==> config.mk <==
export PLATFORM = sky130hd
export DESIGN_NAME = alu_seq_core_flat
export DESIGN_NICKNAME = d
export VERILOG_FILES = /design/src/rtl/alu_pkg.sv /design/src/rtl/alu_seq_core_if.sv /design/src/rtl/alu_mul_iter.sv /design/src/rtl/alu_seq_core.sv /design/src/flat_wrapper.sv
export SDC_FILE = /design/constraint.sdc
export NUM_CORES = 1
export LEC_CHECK = 0
export BUFFER_PORTS_ARGS = -buffer_cell sky130_fd_sc_hd__clkbuf_2
export CAP_MARGIN = 5
export CORE_MARGIN = 10
export CORE_UTILIZATION = 40
export DETAILED_ROUTE_END_ITERATION = 16
export PLACE_DENSITY = 0.55
export SLEW_MARGIN = 20
export SYNTH_ARGS = -nofsm -noshare
export SYNTH_HDL_FRONTEND = slang
export SYNTH_SLANG_ARGS = --single-unit
==> constraint.sdc <==
create_clock -name clk -period 8.9 [get_ports clk]
set_input_delay 0 -clock clk [delete_from_list [all_inputs] [get_ports clk]]
set_output_delay 0 -clock clk [all_outputs]
set_load 0.005 [all_outputs]
==> src/rtl/alu_pkg.sv <==
// Opcode encoding and FSM state encoding for the EX-stage ALU, shared with decode.
package alu_pkg;

  localparam int OPC_W = 4;

  localparam logic [OPC_W-1:0] ALU_AND   = 4'b0000;
  localparam logic [OPC_W-1:0] ALU_OR    = 4'b0001;
  localparam logic [OPC_W-1:0] ALU_ADD   = 4'b0010;
  localparam logic [OPC_W-1:0] ALU_XOR   = 4'b0011;
  localparam logic [OPC_W-1:0] ALU_SLL   = 4'b0100;
  localparam logic [OPC_W-1:0] ALU_SRL   = 4'b0101;
  localparam logic [OPC_W-1:0] ALU_SUB   = 4'b0110;
  localparam logic [OPC_W-1:0] ALU_SLT   = 4'b0111;
  localparam logic [OPC_W-1:0] ALU_SRA   = 4'b1000;
  localparam logic [OPC_W-1:0] ALU_NOR   = 4'b1001;
  localparam logic [OPC_W-1:0] ALU_SLLV  = 4'b1010;
  localparam logic [OPC_W-1:0] ALU_SRLV  = 4'b1011;
  localparam logic [OPC_W-1:0] ALU_MULTU = 4'b1100;

  localparam logic [0:0] ST_IDLE = 1'b0;
  localparam logic [0:0] ST_MUL  = 1'b1;

  // Everything above MULTU is reserved.
  function automatic logic is_reserved(input logic [OPC_W-1:0] op);
    return op > ALU_MULTU;
  endfunction

endpackage

==> src/rtl/alu_seq_core_if.sv <==
// Operand/result handshake bundle between the issue stage (master) and the ALU core (slave).
interface alu_seq_core_if #(
  parameter int WIDTH = 32,
  parameter int SA_W  = $clog2(WIDTH)
) ();
  logic             in_valid;
  logic             in_ready;
  logic [WIDTH-1:0] a_input;
  logic [WIDTH-1:0] b_input;
  logic [SA_W-1:0]  sa;
  logic [3:0]       opcode;
  logic             out_valid;
  logic             out_ready;
  logic [WIDTH-1:0] resultado;
  logic [WIDTH-1:0] resultado_hi;
  logic             zero;
  logic             overflow;
  logic             illegal;

  modport master (
    output in_valid, a_input, b_input, sa, opcode, out_ready,
    input  in_ready, out_valid, resultado, resultado_hi, zero, overflow, illegal
  );

  modport slave (
    input  in_valid, a_input, b_input, sa, opcode, out_ready,
    output in_ready, out_valid, resultado, resultado_hi, zero, overflow, illegal
  );
endinterface

==> src/rtl/alu_mul_iter.sv <==
// Iterative shift-add unsigned multiplier: one partial product per cycle, WIDTH cycles per op.
// product_nxt exposes the final sum combinationally during the last step so the caller can load it early.
module alu_mul_iter #(
  parameter int WIDTH = 32
) (
  input  logic               clk,
  input  logic               reset,
  input  logic               start,
  input  logic [WIDTH-1:0]   a,
  input  logic [WIDTH-1:0]   b,
  output logic               busy,
  output logic               last,
  output logic               done,
  output logic [2*WIDTH-1:0] product,
  output logic [2*WIDTH-1:0] product_nxt
);
  localparam int CNT_W = $clog2(WIDTH);

  logic [2*WIDTH-1:0] acc;
  logic [2*WIDTH-1:0] mcand;
  logic [WIDTH-1:0]   mplier;
  logic [CNT_W-1:0]   cnt;

  assign product_nxt = acc + (mplier[0] ? mcand : '0);
  assign last        = busy && (cnt == CNT_W'(WIDTH - 1));
  assign product     = acc;

  always_ff @(posedge clk or posedge reset) begin
    if (reset) begin
      acc    <= '0;
      mcand  <= '0;
      mplier <= '0;
      cnt    <= '0;
      busy   <= 1'b0;
      done   <= 1'b0;
    end else if (start) begin
      acc    <= '0;
      mcand  <= {{WIDTH{1'b0}}, a};
      mplier <= b;
      cnt    <= '0;
      busy   <= 1'b1;
      done   <= 1'b0;
    end else if (busy) begin
      acc    <= product_nxt;
      mcand  <= mcand << 1;
      mplier <= mplier >> 1;
      cnt    <= cnt + 1'b1;
      if (last) begin
        busy <= 1'b0;
        done <= 1'b1;
      end
    end
  end

endmodule

==> src/rtl/alu_seq_core.sv <==
// Registered EX-stage ALU with valid/ready on both sides: latency 1 for single-cycle ops, WIDTH+1 for MULTU.
// A held result (out_valid & !out_ready) blocks new accepts; a draining result lets a new one load the same edge.
module alu_seq_core
  import alu_pkg::*;
#(
  parameter int WIDTH = 32,
  parameter int SA_W  = $clog2(WIDTH)
) (
  input logic           clk,
  input logic           reset,
  alu_seq_core_if.slave bus
);
  logic [0:0]         state;
  logic               rdy_en;
  logic               slot_free;
  logic               accept;
  logic               mul_start;
  logic               load_alu;
  logic               load_mul;
  logic               mul_fin;

  logic [WIDTH-1:0]   a;
  logic [WIDTH-1:0]   b;
  logic [WIDTH-1:0]   b_neg;
  logic [SA_W-1:0]    sa_var;
  logic [WIDTH-1:0]   alu_res;
  logic               alu_ovf;
  logic               alu_ill;

  logic               mul_busy;
  logic               mul_last;
  logic               mul_done;
  logic [2*WIDTH-1:0] mul_prod;
  logic [2*WIDTH-1:0] mul_prod_nxt;
  logic [2*WIDTH-1:0] prod;

  logic               out_valid_q;
  logic [WIDTH-1:0]   res_q;
  logic [WIDTH-1:0]   hi_q;
  logic               zero_q;
  logic               ovf_q;
  logic               ill_q;

  assign a      = bus.a_input;
  assign b      = bus.b_input;
  assign b_neg  = ~b + WIDTH'(1);
  assign sa_var = a[SA_W-1:0];

  // rdy_en keeps in_ready low through reset and until the first edge after release.
  assign slot_free    = !out_valid_q || bus.out_ready;
  assign bus.in_ready = rdy_en && (state == ST_IDLE) && slot_free;
  assign accept       = bus.in_valid && bus.in_ready;
  assign mul_start    = accept && (bus.opcode == ALU_MULTU);
  assign load_alu     = accept && (bus.opcode != ALU_MULTU);

  // Either finishing this cycle, or finished earlier and parked waiting for the output slot.
  assign mul_fin  = mul_last || (mul_done && !mul_busy);
  assign load_mul = (state == ST_MUL) && mul_fin && slot_free;
  assign prod     = mul_last ? mul_prod_nxt : mul_prod;

  always_comb begin
    alu_res = '0;
    alu_ovf = 1'b0;
    alu_ill = is_reserved(bus.opcode);
    case (bus.opcode)
      ALU_AND:  alu_res = a & b;
      ALU_OR:   alu_res = a | b;
      ALU_ADD: begin
        alu_res = a + b;
        alu_ovf = (a[WIDTH-1] == b[WIDTH-1]) && (alu_res[WIDTH-1] != a[WIDTH-1]);
      end
      ALU_XOR:  alu_res = a ^ b;
      ALU_SLL:  alu_res = b << bus.sa;
      ALU_SRL:  alu_res = b >> bus.sa;
      ALU_SUB: begin
        alu_res = a + b_neg;
        alu_ovf = (a[WIDTH-1] == b_neg[WIDTH-1]) && (alu_res[WIDTH-1] != a[WIDTH-1]);
      end
      ALU_SLT:  alu_res = {{(WIDTH-1){1'b0}}, ($signed(a) < $signed(b))};
      ALU_SRA:  alu_res = $signed(b) >>> bus.sa;
      ALU_NOR:  alu_res = ~(a | b);
      ALU_SLLV: alu_res = b << sa_var;
      ALU_SRLV: alu_res = b >> sa_var;
      default:  alu_res = '0;
    endcase
  end

  alu_mul_iter #(.WIDTH(WIDTH)) u_mul (
    .clk         (clk),
    .reset       (reset),
    .start       (mul_start),
    .a           (a),
    .b           (b),
    .busy        (mul_busy),
    .last        (mul_last),
    .done        (mul_done),
    .product     (mul_prod),
    .product_nxt (mul_prod_nxt)
  );

  always_ff @(posedge clk or posedge reset) begin
    if (reset) begin
      state       <= ST_IDLE;
      rdy_en      <= 1'b0;
      out_valid_q <= 1'b0;
      res_q       <= '0;
      hi_q        <= '0;
      zero_q      <= 1'b0;
      ovf_q       <= 1'b0;
      ill_q       <= 1'b0;
    end else begin
      rdy_en <= 1'b1;
      if (load_alu) begin
        out_valid_q <= 1'b1;
        res_q       <= alu_res;
        hi_q        <= '0;
        zero_q      <= (alu_res == '0);
        ovf_q       <= alu_ovf;
        ill_q       <= alu_ill;
      end else if (load_mul) begin
        out_valid_q <= 1'b1;
        res_q       <= prod[WIDTH-1:0];
        hi_q        <= prod[2*WIDTH-1:WIDTH];
        zero_q      <= (prod[WIDTH-1:0] == '0);
        ovf_q       <= 1'b0;
        ill_q       <= 1'b0;
      end else if (out_valid_q && bus.out_ready) begin
        out_valid_q <= 1'b0;
      end

      if (mul_start) begin
        state <= ST_MUL;
      end else if (load_mul) begin
        state <= ST_IDLE;
      end
    end
  end

  assign bus.out_valid    = out_valid_q;
  assign bus.resultado    = res_q;
  assign bus.resultado_hi = hi_q;
  assign bus.zero         = zero_q;
  assign bus.overflow     = ovf_q;
  assign bus.illegal      = ill_q;

endmodule

==> src/flat_wrapper.sv <==
// flat-port wrapper written by rule: the top's interface ports become plain ports
module alu_seq_core_flat import alu_pkg::*;
#(
  parameter int WIDTH = 32,
  parameter int SA_W  = $clog2(WIDTH)
)
  (clk, reset, bus_in_valid, bus_a_input, bus_b_input, bus_sa, bus_opcode, bus_out_ready, bus_in_ready, bus_out_valid, bus_resultado, bus_resultado_hi, bus_zero, bus_overflow, bus_illegal);
  alu_seq_core_if #(.WIDTH(WIDTH), .SA_W(SA_W)) bus_i ();
  input logic clk;
  input logic reset;
  input wire logic [$bits(bus_i.in_valid)-1:0] bus_in_valid;
  input wire logic [$bits(bus_i.a_input)-1:0] bus_a_input;
  input wire logic [$bits(bus_i.b_input)-1:0] bus_b_input;
  input wire logic [$bits(bus_i.sa)-1:0] bus_sa;
  input wire logic [$bits(bus_i.opcode)-1:0] bus_opcode;
  input wire logic [$bits(bus_i.out_ready)-1:0] bus_out_ready;
  output wire logic [$bits(bus_i.in_ready)-1:0] bus_in_ready;
  output wire logic [$bits(bus_i.out_valid)-1:0] bus_out_valid;
  output wire logic [$bits(bus_i.resultado)-1:0] bus_resultado;
  output wire logic [$bits(bus_i.resultado_hi)-1:0] bus_resultado_hi;
  output wire logic [$bits(bus_i.zero)-1:0] bus_zero;
  output wire logic [$bits(bus_i.overflow)-1:0] bus_overflow;
  output wire logic [$bits(bus_i.illegal)-1:0] bus_illegal;
  assign bus_i.in_valid = bus_in_valid;
  assign bus_i.a_input = bus_a_input;
  assign bus_i.b_input = bus_b_input;
  assign bus_i.sa = bus_sa;
  assign bus_i.opcode = bus_opcode;
  assign bus_i.out_ready = bus_out_ready;
  assign bus_in_ready = bus_i.in_ready;
  assign bus_out_valid = bus_i.out_valid;
  assign bus_resultado = bus_i.resultado;
  assign bus_resultado_hi = bus_i.resultado_hi;
  assign bus_zero = bus_i.zero;
  assign bus_overflow = bus_i.overflow;
  assign bus_illegal = bus_i.illegal;
  alu_seq_core #(.WIDTH(WIDTH), .SA_W(SA_W)) u_core (.clk(clk), .reset(reset), .bus(bus_i));
endmodule
# Yosys cells after proc, flatten, opt, wreduce, memory -nomap -nowiden
# Cells that the tools add are included.
# word_totals
inputBits	77
elab_cells	106
output_inout_bits	69
reg_bits	237
# classes
addsub	5
n_mux	31
magnitude_cmp	2
shifts	5
n_reduce_logical	25
n_bitwise	6
eq_ne	18
# ops
op	n
64-bit 2-to-1 mux	6
32-bit one-hot mux with 12 select lines	1
32-bit 2-to-1 mux	6
32-bit adder	2
64-bit adder	1
32-bit logical NOT	2
32-bit inverter	2
32-bit by 5-bit left shift with 32-bit output	2
32-bit by 5-bit right shift with 32-bit output	2
32-bit by 1-bit adder with 32-bit output (second input constant)	1
32-bit AND	1
32-bit less-than comparator	1
32-bit OR	1
32-bit by 5-bit >>> shifter with 32-bit output	1
32-bit bitwise XOR	1
4-bit equality test (second input constant)	5
4-bit by 3-bit equality test with 1-bit output (second input constant)	4
1-bit 2-to-1 mux	15
1-bit logical AND	12
5-bit 2-to-1 mux	2
4-bit by 2-bit equality test with 1-bit output (second input constant)	2
2-bit nonzero test	4
5-bit by 1-bit adder with 5-bit output (second input constant)	1
5-bit equality test (second input constant)	1
other kinds (12)	16

# Longest topological paths before layout
# Gate-level depths: netlist of the first run.
# depth
ltp_word	7
depth_mapped	24
depth_no_buf	21

# By module
# From an unflattened synthesis of the first run, not the netlist that was laid out.
# unflattened
cells_unflattened	3623
area_unflattened_um2	28830.2
# by_module_without_submodules
mod	cells_per_inst	area_per_inst_um2	seq_area_each_um2	n_inst
alu_seq_core	2297	17191.5	1751.7	1
alu_mul_iter	1326	11638.7	4179.0	1

# Least setup slack after synthesis of the first run
# Ideal clock, no wire load.
# synth_timing
path_kind	input-to-reg
startpoint	in bus_b_input[2]
endpoint	reg u_core.zero_q (netlist: u_core.bus.zero)
path_slack_ns	4.008
required_ns	8.835
setup_ns	0.065
t_arrival_ns	4.827
n_path_buf	2
cell_stages	22
cell_sequence	clkbuf_1 -> nor3_1 -> nand2_1 -> nor3_1 -> nand2_1 -> or3_1 -> or3_1 -> clkbuf_1 -> xnor2_1 -> ha_1 -> nand2_1 -> o21ai_0 -> nor4_1 -> nor2b_1 -> a211o_1 -> nor4_1 -> nand3_1 -> a211o_1 -> or3_1 -> or4_1 -> nor4_2 -> a31o_1
# synth_via
elab_chain_len	6
word_cells_on_any_way	17
cone_classes	3 x add/sub; 1 x order compare; 5 x shift; 2 x mux; 5 x bitwise; 1 x reduce/logical
# synth_lines
item	line	text
start: declaration	flat_wrapper.sv:13	input wire logic [$bits(bus_i.b_input)-1:0] bus_b_input;
32-bit inverter	alu_seq_core.sv:46	assign b_neg = ~b + WIDTH'(1);
32-bit by 1-bit adder with 32-bit output	alu_seq_core.sv:46	
32-bit adder	alu_seq_core.sv:76	alu_res = a + b_neg;
32-bit one-hot mux with 12 select lines *	alu_seq_core.sv:65	case (bus.opcode)
32-bit logical NOT *	alu_seq_core.sv:117	zero_q <= (alu_res == '0);
1-bit 2-to-1 mux *	alu_seq_core.sv:113	if (load_alu) begin
end signal: assignment	alu_seq_core.sv:117	
end signal: assignment	alu_seq_core.sv:124	zero_q <= (prod[WIDTH-1:0] == '0);
end: declaration	alu_seq_core.sv:40	logic zero_q;
# Every way passes the cells marked *; elsewhere a longest branch is shown, timed or not.
# A chain may end at the register's enable or synchronous reset.

# Worst setup path after layout of the first run
# Ends and elaborated chain as after synthesis.

==> results of run 1 <==
[worst min-delay path by stage]
stage                                          to  slack [ps]
after floorplan            u_core.u_mul.mcand[10]         120
after global placement     u_core.u_mul.mcand[10]         160
after detailed placement    u_core.u_mul.mcand[9]         170
after CTS                 u_core.u_mul.mplier[28]          10
after global routing      u_core.u_mul.mplier[28]          60
final                     u_core.u_mul.product[1]          60
[metal layers]
layer / part of all wire / wire length, um / track usage / up-vias
li1: - / - / - / 12500
met1: 0.44 / 56400 / 0.434 / 13900
met2: 0.44 / 56100 / 0.484 / 1314
met3: 0.080 / 10100 / 0.0494 / 230
met4: 0.035 / 4430 / 0.101 / 0
met5: 0 / 0 / 0 / -
[sequential cells by signal, indices dropped and copies added, names as in the netlist, 5 cells and up]
signal,count
u_core.bus.resultado,32
u_core.bus.resultado_hi,32
u_core.u_mul.cnt,5
u_core.u_mul.mcand,64
u_core.u_mul.mplier,32
u_core.u_mul.product,64
[cell usage in the layout, fill, tap and decap left out, types with 53 or more instances in the layout]
cell type      netlist  layout
a22oi_1             57      57
nand2_1            337     337
a21oi_1            244     244
clkbuf_2             0     144
and2_1              80      79
xnor2_1            110     110
o21ai_0            222     222
ha_1               198     198
dfrtp_1            237     236
dlygate4sd3_1        0      62
mux4_2              53      53
a21o_1              53      53
nor3_1              58      55
mux2i_1            354     350
nand3_1             72      72
inv_1              107     106
buf_4                7      70
nor2_1             262     260
[worst max-delay path: stages]
cell and delay, ps:
dlygate4sd3_1 530, clkbuf_2 270, nor3_1 610, nand2_1 340
nor3_1 350, nand2_1 180, nor4_1 280, xnor2_1 190
ha_1 320, a21o_1 210, o21ba_2 260, a21boi_0 260
o21ai_0 260, a221oi_1 350, nand4_1 120, or4_1 500
a21oi_1 310, or3b_2 480, nor4_1 310, nand2b_1 160
nor4_2 190, a31o_1 180
[cells by family after synthesis]
family,count (synthesis),share of synthesized area
and+or+nand+nor,1015,0.176
AOI/OAI and AO/OA,948,0.227
muxes,431,0.184
buffers and inverters,369,0.0541
DFF,237,0.217
adders and majority gates,201,0.0928
xor gates and xnor gates,155,0.0496
other,1,0.000137
[where the power goes]
group	internal [mW]	switching [mW]
sequential	1.62	0.433
combinational	2.31	3.49
clock	0.774	0.536
total	4.70	4.46
[area by class of cell]
class | count | area, um2
Antenna cell | 1 | 2.50
Clock inverter | 14 | 180
Tap cell | 873 | 1090
Fill cell | 6793 | 37100
Multi-Input combinational cell | 2751 | 20000
Timing Repair Buffer | 278 | 1890
Clock buffer | 42 | 876
Sequential cell | 237 | 5930
Inverter | 110 | 420
[what timing repair did]
action / in CTS / in global routing
endpoints found under the hold margin: 143 / 0
hold buffers: 62 / 0
buffers inserted: 0 / 0
[through the flow]
step | util | power (mW) | cell area [um2]
CTS | 0.451 | 9.11 | 30400
finish | 0.451 | 9.16 | 30400
detailed placement | 0.426 | 7.72 | 28800
floorplan | - | 6.06 | 27400
global route | 0.451 | 9.87 | 30400
global placement | 0.426 | 7.60 | 28800
==> out/qor.yml, run 1 <==
max_freq_mhz: 164
synth.area.top_cells: "dfrtp_1 22%, mux2i_1 13%, ha_1 9.1%"
synth_area_mm2: 0.0274
drc: 0
yosysSeqAreaShare: 0.217
r2r_end: "u_core.u_mul.product[46]"
routed_wl_mm: 127
syn_nets: 3635
place_hpwl_mm: 96.2
worstPathRequired_ps: 9460
ys_types: 91
syn_area_per_cell_um2: 8.15
core_area_mm2: 0.0675
critPathKind: "primary input to flip-flop"
synth_edf_count: 0
tns_ps: 0
cts.root.buffer_cell: "clkbuf_16"
ioPinCount: 146
fin_crit_ps: 6110
fin_cells: 4306
synthTopCellsByCount: "354 x mux2i_1, 337 x nand2_1, 262 x nor2_1, 244 x a21oi_1, 237 x dfrtp_1"
fin_nets: 3686
yosys.area.top_type: "dfrtp_1"
vias: 27900
synth_seq_cells: 237
die_w_um: 282
pwr_density_cell_mw_per_mm2: 301
yosysTopAreaCellShare: 0.217
reg2reg_slack_ps: 3260
overflow: 0
yosysWarnings: 0
outcome: "completed"
hold_class: "primary input to asynchronous set/reset pin"
first_iter_violations: 3219
period_share: 0.687
setup_viol: 0
num_rows: 95
cts_tree: "built"
cts_inserted_buffers: 30
gp_congestion: 1.02
grt_pass1_wl_mm: 187
drive_above_1_share: 0.114
hold_ws_ps: 56.4
r2r_cells: 16
r2r_start: "u_core.u_mul.mplier[0]"
clockBufferDepth: 3
first_global_vias: 27500
cts_resized: 0
antenna_found_initial: 2
yosysMostFrequentCell: "mux2i_1"
setup_ws_ps: 2790
dr.pass1.iters: 6
io_buffers: 145
cellLeakagePower_nw: 13.2
crit_start: "bus_b_input[2]"
grt_usage: 0.311
rsz0062_at_grt: "no"
vdd_ir_drop_max_uv: 144
clock_skew_ps: 17.3
ys.flop_type: "dfrtp_1"
endpoint_kind: "flip-flop"
hold_viol_final: 0
cap_violations: 0
via_per_inst: 6.48
grt_max_degree: 156
worst_pin_slew_ps: 1190
dieArea_mm2: 0.0793
finalMaxSlewViolations: 0
die_h_um: 282
cts.sinks: 237
preCtsSetupSlack_ps: 2880
slew_headroom: 0.199
wl_per_cell_um: 29.5
clkLatencyLatePin_ps: 620
initial_core_util: 0.405
clk_pin_slew_ps: 70
syn_inst: 3357
arrival_ps: 6670
htree_levels: 1
cp_max_fo: 12
start_kind: "primary input"
placed_cells: 4187
critical_path.endpoint: "u_core.bus.zero"
detail-route-antenna-nets: 0
synthToLayoutAreaGrowth_pct: 11.3
async_reset_ff_frac: 1.00
(Power assumes the default switching activity.)
==> inputs of run 2 (changes only) <==
Settings changed: ABC_AREA set to 1, PLACE_DENSITY 0.55 to 0.57.
Clock period 8.9 ns to 5.2 ns, I/O delays scaled along.
==> out/qor.yml, run 2 <==
post_cts_buffers: 0
violations: "negative hold slack"
routed_wl_mm: 141
worst_pin_slew_ps: 1100
hold_ws_ps: -14.8
die_w_um: 283
cts.sinks: 237
num_rows: 96
synth_seq_cells: 237
arrival_ps: 5430
yosysMostFrequentCell: "nand2_1"
fin_crit_ps: 4890
syn_nets: 4888
critPathKind: "primary input to flip-flop"
cts_tree: "built"
final_cell_mix: "1362 x nand2_1, 663 x nand3_1, 508 x inv_1"
clk_pin_slew_ps: 60
cts_inserted_buffers: 29
ys.flop_type: "dfrtp_1"
synth_area_mm2: 0.0277
endpoint_kind: "flip-flop"
synth_edf_count: 0
max_freq_mhz: 204
crit_path_top_delay_cell: "dlygate4sd3_1"
hold_viol_final: 21
yosys.area.top_type: "dfrtp_1"
ioPinCount: 146
first_iter_violations: 4220
drive_above_1_share: 0.0779
multi_input_area_mm2: 0.0190
gp_congestion: 1.10
rsz0062_at_grt: "no"
fin_nets: 4996
grt_max_degree: 119
antenna_found_initial: 8
cts.root.buffer_cell: "clkbuf_16"
synthToLayoutAreaGrowth_pct: 11.9
setup_viol: 0
regArea_mm2: 0.00593
cap_violations: 0
initial_core_util: 0.403
clockBufferDepth: 3
yosysTopAreaCellShare: 0.214
clkLatencyLatePin_ps: 610
finalMaxSlewViolations: 0
syn_inst: 4610
yosysWarnings: 0
core_area_mm2: 0.0687
grt_usage: 0.332
pwr_density_cell_mw_per_mm2: 340
critPathMaxStageDelay_ps: 550
synth.area.top_cells: "dfrtp_1 21%, nand2_1 18%, nand3_1 12%"
async_reset_ff_frac: 1.00
dr.pass1.iters: 6
vias: 33500
worstPathRequired_ps: 5740
htree_levels: 1
yosysSeqAreaShare: 0.214
die_h_um: 283
fin_cells: 5672
period_share: 0.941
placed_cells: 5579
cp_max_fo: 8
clock_skew_ps: 15.6
outcome: "finished, violations left"
layout_commonest_cell: "nand2_1"
dieArea_mm2: 0.0802
tns_ps: 0
fillCellCount: 7612
drc: 0
reg2reg_slack_ps: 800
ys_types: 56
synthTopCellsByCount: "1364 x nand2_1, 664 x nand3_1, 510 x inv_1, 382 x nor2_1, 242 x o21ai_0"
grt_pass1_wl_mm: 205
cellLeakagePower_nw: 15.9
hold_class: "primary input to asynchronous set/reset pin"
first_global_vias: 31100
start_kind: "primary input"
slew_headroom: 0.263
io_buffers: 145
wl_per_cell_um: 24.8
detail-route-antenna-nets: 0
via_per_inst: 5.91
overflow: 0
vdd_ir_drop_max_uv: 302
syn_area_per_cell_um2: 6.01
postLayoutCoreUtil: 0.452
place_hpwl_mm: 110
-- run 2: changes by cell type in the layout (fill, tap and decap cells not counted), sizes merged, moves of 96 or more --
cell / previous run / this run
nand2: 337 / 1369
mux2i: 359 / 0
nor2: 262 / 386
nand3: 72 / 679
xnor2: 110 / 14
inv: 108 / 522
-- run 2: repair_timing --
item,in CTS,in global routing
resized for setup,0,3
hold buffers,39,0
setup endpoints to repair,0,1
endpoints found under the hold margin,77,0
-- run 2: final timing paths --
kind                       cells after the start                     endpoint                        start
setup / recovery                              29              u_core.bus.zero               bus_b_input[4]
hold / removal                                 3      u_core.u_mul.product[6]                        reset
setup reg to reg                              21  u_core.bus.resultado_hi[28]       u_core.u_mul.mplier[0]
hold reg to reg                                2  u_core.bus.resultado_hi[13]  u_core.bus.resultado_hi[13]
max in group asynchronous                      4  u_core.bus.resultado_hi[23]                        reset
min in group clk                               3        u_core.u_mul.mcand[9]               bus_a_input[9]
-- run 2: worst max-delay path: cells and delay by family --
family,cells,cell delay [ps]
AO/OA/AOI/OAI,1,110
adder cells (fa/ha/maj),1,410
XOR/XNOR,1,210
buffers and inverters,5,1030
AND/OR/NAND/NOR,21,3650
-- run 2: power breakdown --
part           internal, mW  leakage, nW  switching, mW
combinational          1.63         12.3           3.50
sequential             2.56         3.17          0.584
clock                  1.36        0.498          0.898
-- run 2: cells by family after synthesis --
| group | synth area share |
|---|---|
| XOR/XNOR | 0.0231 |
| adder cells (fa/ha/maj) | 0.0915 |
| AO/OA/AOI/OAI | 0.173 |
| buffers and inverters | 0.104 |
| other | 0.000135 |
| AND/OR/NAND/NOR | 0.394 |
| flip-flops | 0.214 |
-- run 2: final cells by class --
class | count | share of cell area
diodes | 3 | 0.000242
clock buffers | 41 | 0.0268
clock inverters | 10 | 0.00649
inverters | 530 | 0.0642
multi-input cells | 3631 | 0.611
flip-flops and latches | 237 | 0.191
well taps | 931 | 0.0375
repair buffers | 289 | 0.0626
-- run 2: through the flow --
| step | worst slack (ps) | power, mW | area (um2) |
|---|---|---|---|
| final | 307 | 10.5 | 31000 |
| after global routing | 7.42 | 11.2 | 31000 |
| after CTS | 380 | 10.5 | 31000 |
| after detailed placement | 179 | 8.16 | 29600 |
| after global placement | 302 | 8.14 | 29600 |
| after floorplan | 1510 | 6.22 | 27700 |
-- run 2: routing by layer --
metal  vias up  track usage  part of all wire
li1      15600            -                 -
met1     15900        0.445              0.42
met2      1778        0.514              0.43
met3       295       0.0643             0.095
met4        10        0.141             0.050
met5         -            0           0.00050
